--- src/rtl/vehicle_sensor_conditioner.sv ---
// rtl/vehicle_sensor_conditioner.sv - loop-detector synchroniser, debouncer and request latch
// Feeds the side-road VehiclePresent request into TrafficLights_topmodule.
module vehicle_sensor_conditioner #(
  parameter int DEBOUNCE_CYCLES = 4,
  parameter int STUCK_CYCLES    = 1000,
  parameter int CNT_W           = 8
) (
  input  logic             clk,
  input  logic             rst,
  input  logic             SensorRaw,
  input  logic             SideGreen,
  output logic             VehiclePresent,
  output logic [CNT_W-1:0] VehicleCount,
  output logic             Fault
);

  localparam int CTR_W = $clog2(STUCK_CYCLES + 1);
  localparam logic [CTR_W-1:0] DEB_LAST   = CTR_W'(DEBOUNCE_CYCLES - 1);
  localparam logic [CTR_W-1:0] STUCK_LAST = CTR_W'(STUCK_CYCLES - 1);
  localparam logic [CTR_W-1:0] CTR_ONE    = CTR_W'(1);

  localparam logic [2:0] IDLE     = 3'd0;
  localparam logic [2:0] QUAL     = 3'd1;
  localparam logic [2:0] OCCUPIED = 3'd2;
  localparam logic [2:0] RELEASE  = 3'd3;
  localparam logic [2:0] FAULT    = 3'd4;

  logic             syncQ1;
  logic             syncQ2;
  logic [2:0]       state;
  logic [2:0]       stateNext;
  logic [CTR_W-1:0] ctr;
  logic [CTR_W-1:0] ctrNext;
  logic             arrival;
  logic             departure;

  // One counter serves debounce, occupancy and fault-recovery timing.
  always_comb begin
    stateNext = state;
    ctrNext   = ctr;
    arrival   = 1'b0;
    departure = 1'b0;
    case (state)
      IDLE: begin
        if (syncQ2) begin
          stateNext = QUAL;
          ctrNext   = CTR_ONE;
        end
      end
      QUAL: begin
        if (!syncQ2) begin
          stateNext = IDLE;
          ctrNext   = '0;
        end else if (ctr == DEB_LAST) begin
          stateNext = OCCUPIED;
          ctrNext   = CTR_ONE;
          arrival   = 1'b1;
        end else begin
          ctrNext = ctr + CTR_ONE;
        end
      end
      OCCUPIED: begin
        if (!syncQ2) begin
          stateNext = RELEASE;
          ctrNext   = CTR_ONE;
        end else if (ctr == STUCK_LAST) begin
          stateNext = FAULT;
          ctrNext   = '0;
        end else begin
          ctrNext = ctr + CTR_ONE;
        end
      end
      RELEASE: begin
        if (syncQ2) begin
          stateNext = OCCUPIED;
          ctrNext   = CTR_ONE;
        end else if (ctr == DEB_LAST) begin
          stateNext = IDLE;
          ctrNext   = '0;
          departure = 1'b1;
        end else begin
          ctrNext = ctr + CTR_ONE;
        end
      end
      FAULT: begin
        // Recovery needs an unbroken run of low samples.
        if (syncQ2) begin
          ctrNext = '0;
        end else if (ctr == DEB_LAST) begin
          stateNext = IDLE;
          ctrNext   = '0;
        end else begin
          ctrNext = ctr + CTR_ONE;
        end
      end
      default: begin
        stateNext = IDLE;
        ctrNext   = '0;
      end
    endcase
  end

  always_ff @(posedge clk or posedge rst) begin
    if (rst) begin
      syncQ1         <= 1'b0;
      syncQ2         <= 1'b0;
      state          <= IDLE;
      ctr            <= '0;
      VehiclePresent <= 1'b0;
      VehicleCount   <= '0;
      Fault          <= 1'b0;
    end else begin
      syncQ1 <= SensorRaw;
      syncQ2 <= syncQ1;
      state  <= stateNext;
      ctr    <= ctrNext;
      Fault  <= (stateNext == FAULT);
      // Fault forces the request; green beats a same-cycle arrival.
      if (stateNext == FAULT) begin
        VehiclePresent <= 1'b1;
      end else if (state == FAULT || SideGreen) begin
        VehiclePresent <= 1'b0;
      end else if (arrival) begin
        VehiclePresent <= 1'b1;
      end
      if (departure && VehicleCount != {CNT_W{1'b1}}) begin
        VehicleCount <= VehicleCount + CNT_W'(1);
      end
    end
  end

endmodule

--- config.mk ---
export PLATFORM = sky130hd
export DESIGN_NAME = vehicle_sensor_conditioner
export DESIGN_NICKNAME = d
export VERILOG_FILES = /design/src/rtl/vehicle_sensor_conditioner.sv
export SDC_FILE = /design/constraint.sdc
export NUM_CORES = 1
export LEC_CHECK = 0
export ABC_AREA = 1
export CORE_UTILIZATION = 40
export CTS_CLUSTER_DIAMETER = 30
export DETAILED_ROUTE_END_ITERATION = 6
export PLACE_DENSITY = 0.65
export SLEW_MARGIN = 20
export SYNTH_ARGS = -nofsm -noshare
export SYNTH_HDL_FRONTEND = slang
export SYNTH_SLANG_ARGS = --single-unit
--- constraint.sdc ---
create_clock -name clk -period 1.2 [get_ports clk]
set_input_delay 0.24 -clock clk [delete_from_list [all_inputs] [get_ports clk]]
set_output_delay 0.24 -clock clk [all_outputs]
set_load 0.01 [all_outputs]
==> results of run 1 <==
## report_power, final
part | internal, mW | switching (mW) | total [mW] | leakage [nW]
Sequential | 0.928 | 0.110 | 1.04 | 0.335
Clock | 0.238 | 0.278 | 0.516 | 0.0228
Combinational | 0.578 | 0.648 | 1.23 | 0.928
Total | 1.74 | 1.04 | 2.78 | 1.29
## state kept, by name (all words and copies together) (netlist names)
register / cells
Fault: 1
syncQ2: 1
ctr: 10
syncQ1: 1
state: 3
VehicleCount: 8
VehiclePresent: 1
## worst max path at each step
stage | end | slack, ns
final | VehicleCount[6] | -0.19
after global routing | VehicleCount[4] | -0.29
after CTS | ctr[8] | -0.16
after detailed placement | ctr[6] | -0.21
after global placement | ctr[4] | -0.19
after floorplan | VehicleCount[2] | -0.17
## area by class of cell
cell class              count  area share
flip-flops and latches     25       0.256
inverters                  33      0.0521
multi-input cells         168       0.418
repair buffers             69       0.230
clock buffers               4      0.0184
well taps                  48      0.0245
## logic make-up after synthesis
logic type                 share of synthesized area
and+or+nand+nor                                0.400
buffers and inverters                         0.0912
DFF                                            0.383
AOI/OAI and AO/OA                             0.0674
xor gates and xnor gates                      0.0429
adders and majority gates                     0.0153
## metal layers
layer / up-vias / GRT usage / wire [um]
li1: 874 / - / -
met3: 9 / 0.0207 / 198
met1: 811 / 0.267 / 1890
met4: 0 / 0.0815 / 83
met5: - / 0 / 0
met2: 44 / 0.394 / 2180
## cells in the mapped netlist
| master | count | area [um^2] |
|---|---|---|
| nor3_1 | 6 | 30.0 |
| nand3_4 | 1 | 17.5 |
| nor2_1 | 26 | 97.6 |
| nor3_4 | 1 | 16.3 |
| nand4_1 | 4 | 25.0 |
| nand2_2 | 4 | 25.0 |
| buf_2 | 2 | 10.0 |
| xnor2_1 | 1 | 8.76 |
| nand3b_1 | 1 | 7.51 |
| o211ai_1 | 1 | 7.51 |
| buf_6 | 1 | 11.3 |
| o2111ai_1 | 1 | 8.76 |
| o21ai_2 | 1 | 8.76 |
| ha_1 | 2 | 25.0 |
| nand3_2 | 3 | 30.0 |
| nor2_2 | 3 | 18.8 |
| xor2_1 | 7 | 61.3 |
| o21ai_0 | 12 | 60.1 |
| a21oi_1 | 1 | 5.00 |
| inv_4 | 1 | 6.26 |
| inv_2 | 4 | 15.0 |
| o21ai_1 | 1 | 5.00 |
| clkinv_2 | 1 | 5.00 |
| o21bai_1 | 2 | 15.0 |
| dfrtp_1 | 25 | 626 |
| nor2_4 | 1 | 11.3 |
| nor3_2 | 1 | 10.0 |
| nand2_1 | 62 | 233 |
| nand3_1 | 25 | 125 |
| inv_1 | 27 | 101 |
| and3_1 | 1 | 6.26 |
## per-stage QoR
step	worst slack, ns	area [um^2]
floorplan	-0.165	1690
global placement	-0.188	2220
detailed placement	-0.210	2220
CTS	-0.156	2390
global route	-0.287	2450
finish	-0.189	2450
## worst reg2reg max path: stages, from the launching register on
cell and delay (ns):
dfrtp_1 0.42, ha_4 0.21, nand3_2 0.10, inv_2 0.09
nand2_4 0.08, clkinv_2 0.07, nand3_4 0.09, inv_4 0.10
nand2_2 0.05, nand2_1 0.06, nand2_1 0.04
## timing repair
item / 4_1_cts / 5_1_grt
endpoints found under the setup margin: 33 / 29
hold buffers: 0 / 0
resized for setup: 38 / 26
pin swaps: 15 / 12
setup buffers: 10 / 1
==> impl_metrics.json, run 1 <==
{
  "avgRoutedWirePerCell_um": 12.5,
  "relSlewSlack": 0.791,
  "fin_skew_ns": 0.00263,
  "cpMostUsedCell": "nand2_1",
  "hold_viol": 0,
  "layout_commonest_cell": "buf_4",
  "r2r_start": "ctr[1]",
  "fin_crit_ns": 1.39,
  "layoutNonFillerInstCount": 347,
  "dpl.cell_count": 332,
  "cts_made_buffers": 3,
  "reg2reg_depth": 10,
  "cts_tree": "built",
  "clk_latency_ns": 0.27,
  "violations": "negative setup slack",
  "cts_max_level": 1,
  "cts_buffer_depth": 2,
  "area_growth_pct": 50.0,
  "cpMaxStageDelayCell": "dfrtp_1",
  "multiInputGateArea_mm2": 0.00102,
  "worst-setup-path-type": "flop to flop",
  "hp-class": "input pin to async pin",
  "ys_ff_latch": 25,
  "outcome": "finished, violations left",
  "syn_area_mm2": 0.00163,
  "max_freq_ghz": 0.720,
  "endpoint_kind": "flop",
  "vias_per_cell": 5.01,
  "cts-root-buf": "clkbuf_8",
  "worst_pin_slew_ns": 0.310,
  "fin_crit_sh": 1.16,
  "grt_start_max_net_pins": 26,
  "setup_viol": 23,
  "final.fill_count": 344,
  "register_area_um2": 628,
  "coreArea_mm2": 0.00380,
  "io_buffer_count": 13,
  "synth_nets": 235,
  "clk_pin_slew_ns": 0.09,
  "maxSlewViolCount": 0,
  "cts.sinks": 25,
  "postLayoutCoreUtil": 0.645,
  "fp.dieH_um": 65.9,
  "cp.depth": 10,
  "crit_buf_inv": 3,
  "crit_family": "flip-flops",
  "drcViolationCount": 0,
  "row_count": 22,
  "crit_arrival_ns": 1.56,
  "crit_chain": "ha_4 > nand3_2 > inv_2 > nand2_4 > clkinv_2 > nand3_4 > inv_4 > nand2_2 > nand2_1 > nand2_1",
  "syn_inst": 229,
  "leakage_nw": 1.29,
  "irDropWorstVdd_v": 0.000863,
  "cp_max_fo": 6,
  "ant_nets": 0,
  "slowest_delay_ns": 0.42,
  "drv_cap": 0,
  "r2r-end": "VehicleCount[6]",
  "critPathLaunch": "ctr[1]",
  "whs_ns": 0.289,
  "nets": 306,
  "rsz0062_at_grt": "true",
  "antenna_found_initial": 0,
  "synth_cell_types": 31,
  "num_io_pins": 14,
  "hpwl_mm": 3.16,
  "final_cell_mix": "buf_4 (54), nand2_1 (52), dfrtp_1 (23)",
  "setup_tns_ns": -3.13,
  "syn_area_per_cell_um2": 7.13,
  "grt_pass1_vias": 1668,
  "antenna_cells": 0,
  "fp.dieW_um": 65.9,
  "worst_setup_path_start_kind": "flop",
  "yosys_warnings": 0,
  "start_util": 0.430,
  "p_per_area_mw_per_mm2": 1130,
  "track_usage": 0.219,
  "ys_seq_area_frac": 0.383,
  "drive_above_1_share": 0.398,
  "rrSetupSlack_ns": -0.19,
  "via_count": 1738,
  "setup_ws_ns": -0.189,
  "drt-initial-drc-count": 94,
  "dieArea_mm2": 0.00434,
  "first_pass_iters": 4,
  "grt_overflow_total": 0,
  "cp.required_ns": 1.38,
  "finalWirelength_mm": 4.35,
  "gp_congestion": 0.927,
  "grt_pass1_wl_mm": 7.15,
  "p_total_mw": 2.78
}
(Power assumes the default switching activity.)
==> run 2: changes to the inputs <==
--- a/config.mk
+++ b/config.mk
@@ -9,8 +9,10 @@
 export CORE_UTILIZATION = 40
 export CTS_CLUSTER_DIAMETER = 30
 export DETAILED_ROUTE_END_ITERATION = 6
-export PLACE_DENSITY = 0.65
+export DONT_BUFFER_PORTS = 1
+export PLACE_DENSITY = 0.6
 export SLEW_MARGIN = 20
 export SYNTH_ARGS = -nofsm -noshare
 export SYNTH_HDL_FRONTEND = slang
 export SYNTH_SLANG_ARGS = --single-unit
+export TNS_END_PERCENT = 10
==> impl_metrics.json, run 2 (synthesis gave the netlist of run 1 again) <==
{
  "start_util": 0.430,
  "hp-class": "input pin to flop",
  "grt_pass1_vias": 1626,
  "fp.dieW_um": 65.9,
  "row_count": 22,
  "maxSlewViolCount": 0,
  "setup_ws_ns": -0.194,
  "drv_cap": 0,
  "largest_register_ffs": 10,
  "outcome": "finished, violations left",
  "hold_viol": 0,
  "irDropWorstVdd_v": 0.000775,
  "violations": "negative setup slack",
  "setup_viol": 23,
  "finalWirelength_mm": 4.03,
  "crit_arrival_ns": 1.56,
  "drt-initial-drc-count": 85,
  "worst-setup-path-type": "flop to flop",
  "clk_pin_slew_ns": 0.09,
  "drive_above_1_share": 0.314,
  "place_ws_ns": -0.253,
  "antenna_found_initial": 0,
  "worst_pin_slew_ns": 0.331,
  "dieArea_mm2": 0.00434,
  "top_register": "ctr",
  "via_count": 1648,
  "largestRegisters": "ctr: 10 flops, VehicleCount: 8 flops, state: 3 flops",
  "clk_latency_ns": 0.27,
  "grt_pass1_wl_mm": 6.99,
  "max_freq_ghz": 0.718,
  "worst_setup_path_start_kind": "flop",
  "slowest_delay_ns": 0.41,
  "ant_nets": 0,
  "postLayoutCoreUtil": 0.585,
  "endpoint_kind": "flop",
  "area_growth_pct": 36.0,
  "fin_crit_ns": 1.39,
  "antenna_cells": 0,
  "grt_start_max_net_pins": 26,
  "gp_congestion": 0.893,
  "rsz0062_at_grt": "true",
  "avgRoutedWirePerCell_um": 12.2,
  "cts_max_level": 1,
  "drcViolationCount": 0,
  "track_usage": 0.208,
  "leakage_nw": 1.16,
  "fin_crit_sh": 1.16,
  "cts-root-buf": "clkbuf_8",
  "cp_max_fo": 6,
  "p_per_area_mw_per_mm2": 1220,
  "layout_commonest_cell": "nand2_1",
  "cts_tree": "built",
  "cts.sinks": 25,
  "nets": 290,
  "hpwl_mm": 3.01,
  "fp.dieH_um": 65.9,
  "cts_made_buffers": 3,
  "cp.required_ns": 1.37,
  "cpMostUsedCell": "nand2_1",
  "cts_buffer_depth": 2,
  "vias_per_cell": 4.98,
  "first_pass_iters": 4,
  "grt_overflow_total": 0,
  "crit_chain": "ha_4 > nand3_1 > inv_1 > nand3_1 > nand2_1 > nand2_1 > o21bai_1 > nand2_1",
  "final_cell_mix": "nand2_1 (59), buf_4 (48), inv_1 (27)",
  "fin_skew_ns": 0.00341,
  "relSlewSlack": 0.779,
  "coreArea_mm2": 0.00380,
  "cpMaxStageDelayCell": "dfrtp_1",
  "io_buffer_count": 0,
  "num_io_pins": 14
}
run 2: cell types whose count changed in the layout (fill, tap and decap cells not counted), moves of 3 or more:
cell	change
clkdlybuf4s50_1	-3
buf_6	+3
inv_2	-5
o21ai_0	+5
buf_4	-6
nand2_1	+7
inv_1	+5
nand3_1	+5
nand2_2	-5
clkdlybuf4s15_1	-7
o21ai_1	-4
nand3_2	-5
run 2: layout make-up:
| cell class | count | area, um^2 |
|---|---|---|
| fillers | 358 | 1580 |
| multi-input cells | 168 | 947 |
| flip-flops and latches | 25 | 627 |
| repair buffers | 53 | 414 |
| inverters | 33 | 128 |
| well taps | 48 | 60.1 |
| clock buffers | 4 | 45.0 |
run 2: where the power goes:
part	switching, mW	total, mW	leakage (nW)	internal (mW)
clock	0.276	0.514	0.0228	0.238
combinational	0.610	1.15	0.797	0.544
sequential	0.114	1.04	0.337	0.928
run 2: path summary, 6_finish.rpt:
kind,from,endpoint,slack (ns),cells after the start
max reg2reg,ctr[0],ctr[0],-0.19,8
max,ctr[0],ctr[0],-0.19,8
min in group asynchronous,rst,ctr[7],0.47,3
max in group asynchronous,rst,ctr[2],0.47,3
min reg2reg,syncQ1,syncQ2,0.36,0
min,SideGreen,VehiclePresent,0.15,3
run 2: metal layers:
layer | part of all wire | vias up | GRT usage
li1 | - | 836 | -
met1 | 0.46 | 756 | 0.264
met2 | 0.49 | 46 | 0.362
met3 | 0.038 | 10 | 0.0310
met4 | 0.016 | 0 | 0.0571
met5 | 0 | - | 0
run 2: metrics by stage:
stage	hold slack [ns]	std cells	power, mW	setup TNS, ns	cell area (um^2)
after floorplan	0.267	229	1.60	-2.13	1640
after detailed placement	0.215	322	2.03	-3.83	2040
after global placement	0.211	322	2.03	-3.53	2040
after CTS	0.156	330	2.64	-2.82	2180
after global routing	0.149	331	2.90	-5.82	2220
final	0.154	331	2.71	-3.14	2220
run 2: worst max-delay path, delay by kind of cell, from the launching register on:
family | cells | cell delay [ns]
AO/OA/AOI/OAI | 1 | 0.12
buffers and inverters | 1 | 0.09
adder cells (fa/ha/maj) | 1 | 0.18
AND/OR/NAND/NOR | 5 | 0.51
flip-flops | 1 | 0.41
run 2: what timing repair did:
action | CTS | global route
cloned | 0 | 0
hold buffers | 2 | 0
buffers inserted | 2 | 1
resized for setup | 14 | 13
endpoints found under the hold margin | 26 | 0
pin swaps | 8 | 5
endpoints found under the setup margin | 25 | 25
==> run 3: changes to the inputs <==
--- a/config.mk
+++ b/config.mk
@@ -6,11 +6,13 @@
 export NUM_CORES = 1
 export LEC_CHECK = 0
 export ABC_AREA = 1
+export CELL_PAD_IN_SITES_DETAIL_PLACEMENT = 0
+export CELL_PAD_IN_SITES_GLOBAL_PLACEMENT = 1
 export CORE_UTILIZATION = 40
 export CTS_CLUSTER_DIAMETER = 30
 export DETAILED_ROUTE_END_ITERATION = 6
 export DONT_BUFFER_PORTS = 1
-export PLACE_DENSITY = 0.6
+export PLACE_DENSITY = 0.77
 export SLEW_MARGIN = 20
 export SYNTH_ARGS = -nofsm -noshare
 export SYNTH_HDL_FRONTEND = slang
==> impl_metrics.json, run 3 (synthesis gave the netlist of run 1 again) <==
{
  "irDropWorstVdd_v": 0.000907,
  "outcome": "finished, violations left",
  "fin_crit_ns": 1.41,
  "crit_buf_inv": 0,
  "via_count": 1692,
  "relSlewSlack": 0.758,
  "worst_pin_slew_ns": 0.360,
  "grt_overflow_total": 0,
  "drcViolationCount": 0,
  "cp_max_fo": 8,
  "track_usage": 0.228,
  "top_register": "ctr",
  "maxSlewViolCount": 0,
  "pwr-share-seq": 0.391,
  "hpwl_mm": 3.18,
  "setup_viol": 23,
  "dieArea_mm2": 0.00434,
  "crit_family": "simple AND/OR/NAND/NOR gates",
  "fin_crit_sh": 1.17,
  "hp-class": "input pin to flop",
  "fin_skew_ns": 0.00166,
  "hold_viol": 0,
  "r2r-end": "ctr[6]",
  "p_int_mw": 1.70,
  "row_count": 22,
  "swShare": 0.374,
  "fp.dieW_um": 65.9,
  "drv_cap": 0,
  "cts.sinks": 25,
  "start_util": 0.430,
  "vias_per_cell": 4.96,
  "avgRoutedWirePerCell_um": 12.9,
  "worst-setup-path-type": "flop to flop",
  "grt_pass1_vias": 1659,
  "nets": 300,
  "endpoint_kind": "flop",
  "cts_made_buffers": 3,
  "cp.required_ns": 1.37,
  "clk_pin_slew_ns": 0.09,
  "setup_ws_ns": -0.209,
  "clk_latency_ns": 0.27,
  "p_comb_frac": 0.418,
  "max_freq_ghz": 0.710,
  "cts_tree": "built",
  "antenna_found_initial": 0,
  "holdPathEnd": "VehiclePresent",
  "p_clk_frac": 0.192,
  "slowest_delay_ns": 0.49,
  "num_io_pins": 14,
  "violations": "negative setup slack",
  "gp_congestion": 0.832,
  "largestRegisters": "ctr: 10 flops, VehicleCount: 8 flops, state: 3 flops",
  "ant_nets": 0,
  "antenna_cells": 0,
  "hold_path_depth": 3,
  "r2r_start": "ctr[2]",
  "area_growth_pct": 42.3,
  "rrSetupSlack_ns": -0.21,
  "cts_max_level": 1,
  "crit_arrival_ns": 1.58,
  "leakage_nw": 1.20,
  "min-delay-start": "SideGreen",
  "largest_register_ffs": 10,
  "switching_power_mw": 1.02,
  "grt_pass1_wl_mm": 7.46,
  "reg2reg_depth": 8,
  "drt-initial-drc-count": 62,
  "dpl.cell_count": 330,
  "crit_chain": "nor2_1 > nand2_1 > nor2_2 > nand2_2 > nand2_2 > nand3_4 > nor2_2 > nor2_1",
  "fp.dieH_um": 65.9,
  "drive_above_1_share": 0.386,
  "layoutNonFillerInstCount": 341,
  "p_total_mw": 2.72,
  "p_per_area_mw_per_mm2": 1170,
  "setup_tns_ns": -3.49,
  "io_buffer_count": 0,
  "rsz0062_at_grt": "true",
  "cpMaxStageDelayCell": "dfrtp_2",
  "cts-root-buf": "clkbuf_8",
  "final_cell_mix": "nand2_1 (57), buf_4 (57), inv_1 (25)",
  "finalWirelength_mm": 4.40,
  "worst_setup_path_start_kind": "flop",
  "first_pass_iters": 4,
  "cts_buffer_depth": 2,
  "coreArea_mm2": 0.00380,
  "grt_start_max_net_pins": 26
}
run 3: worst register-to-register path: stages, from the launching register on:
cell and delay (ns):
dfrtp_2 0.49, nor2_1 0.11, nand2_1 0.07, nor2_2 0.12, nand2_2 0.11, nand2_2 0.11
nand3_4 0.13, nor2_2 0.12, nor2_1 0.05
run 3: metal layers:
| layer | global-route usage | share of wire | vias to the layer above |
|---|---|---|---|
| li1 | - | - | 858 |
| met4 | 0.0652 | 0.011 | 0 |
| met3 | 0.0310 | 0.034 | 4 |
| met5 | 0 | 0 | - |
| met2 | 0.378 | 0.48 | 37 |
| met1 | 0.305 | 0.48 | 793 |
run 3: worst max-delay path by stage:
stage                           end            start  slack (ns)  cells after the start
global placement             ctr[6]           ctr[0]       -0.22                      8
floorplan           VehicleCount[2]  VehicleCount[0]       -0.17                      8
global route        VehicleCount[6]           ctr[2]       -0.32                     10
detailed placement           ctr[6]           ctr[0]       -0.28                      8
finish                       ctr[6]           ctr[2]       -0.21                      8
CTS                 VehicleCount[2]  VehicleCount[0]       -0.20                      8
run 3: what timing repair did:
item / CTS / global route
buffers inserted: 4 / 1
resized for setup: 24 / 17
hold buffers: 2 / 0
hold endpoints to repair: 26 / 0
pin swaps: 12 / 12
setup endpoints to repair: 24 / 24
run 3: layout make-up:
class,count,area [um^2]
clock inverter,1,5.00
fill,330,1480
clock buffer,3,41.3
timing repair buffer,63,493
inverter,33,128
tap,48,60.1
multi-input combinational,168,966
sequential,25,631
run 3: through the flow:
step	setup WS, ns	instance area [um^2]	util	hold WS (ns)
after floorplan	-0.165	1640	-	0.267
after global placement	-0.223	2100	0.552	0.209
after detailed placement	-0.283	2100	0.552	0.216
after CTS	-0.196	2280	0.601	0.136
after global routing	-0.319	2320	0.612	0.167
final	-0.209	2320	0.612	0.139
run 3: power groups by stage:
stage / Clock [mW] / Sequential, mW / Combinational [mW]
after floorplan: 0 / 1.03 / 0.568
after global placement: 0 / 1.04 / 0.978
after detailed placement: 0 / 1.04 / 0.984
after CTS: 0.554 / 1.05 / 1.10
after global routing: 0.569 / 1.08 / 1.24
final: 0.520 / 1.06 / 1.13
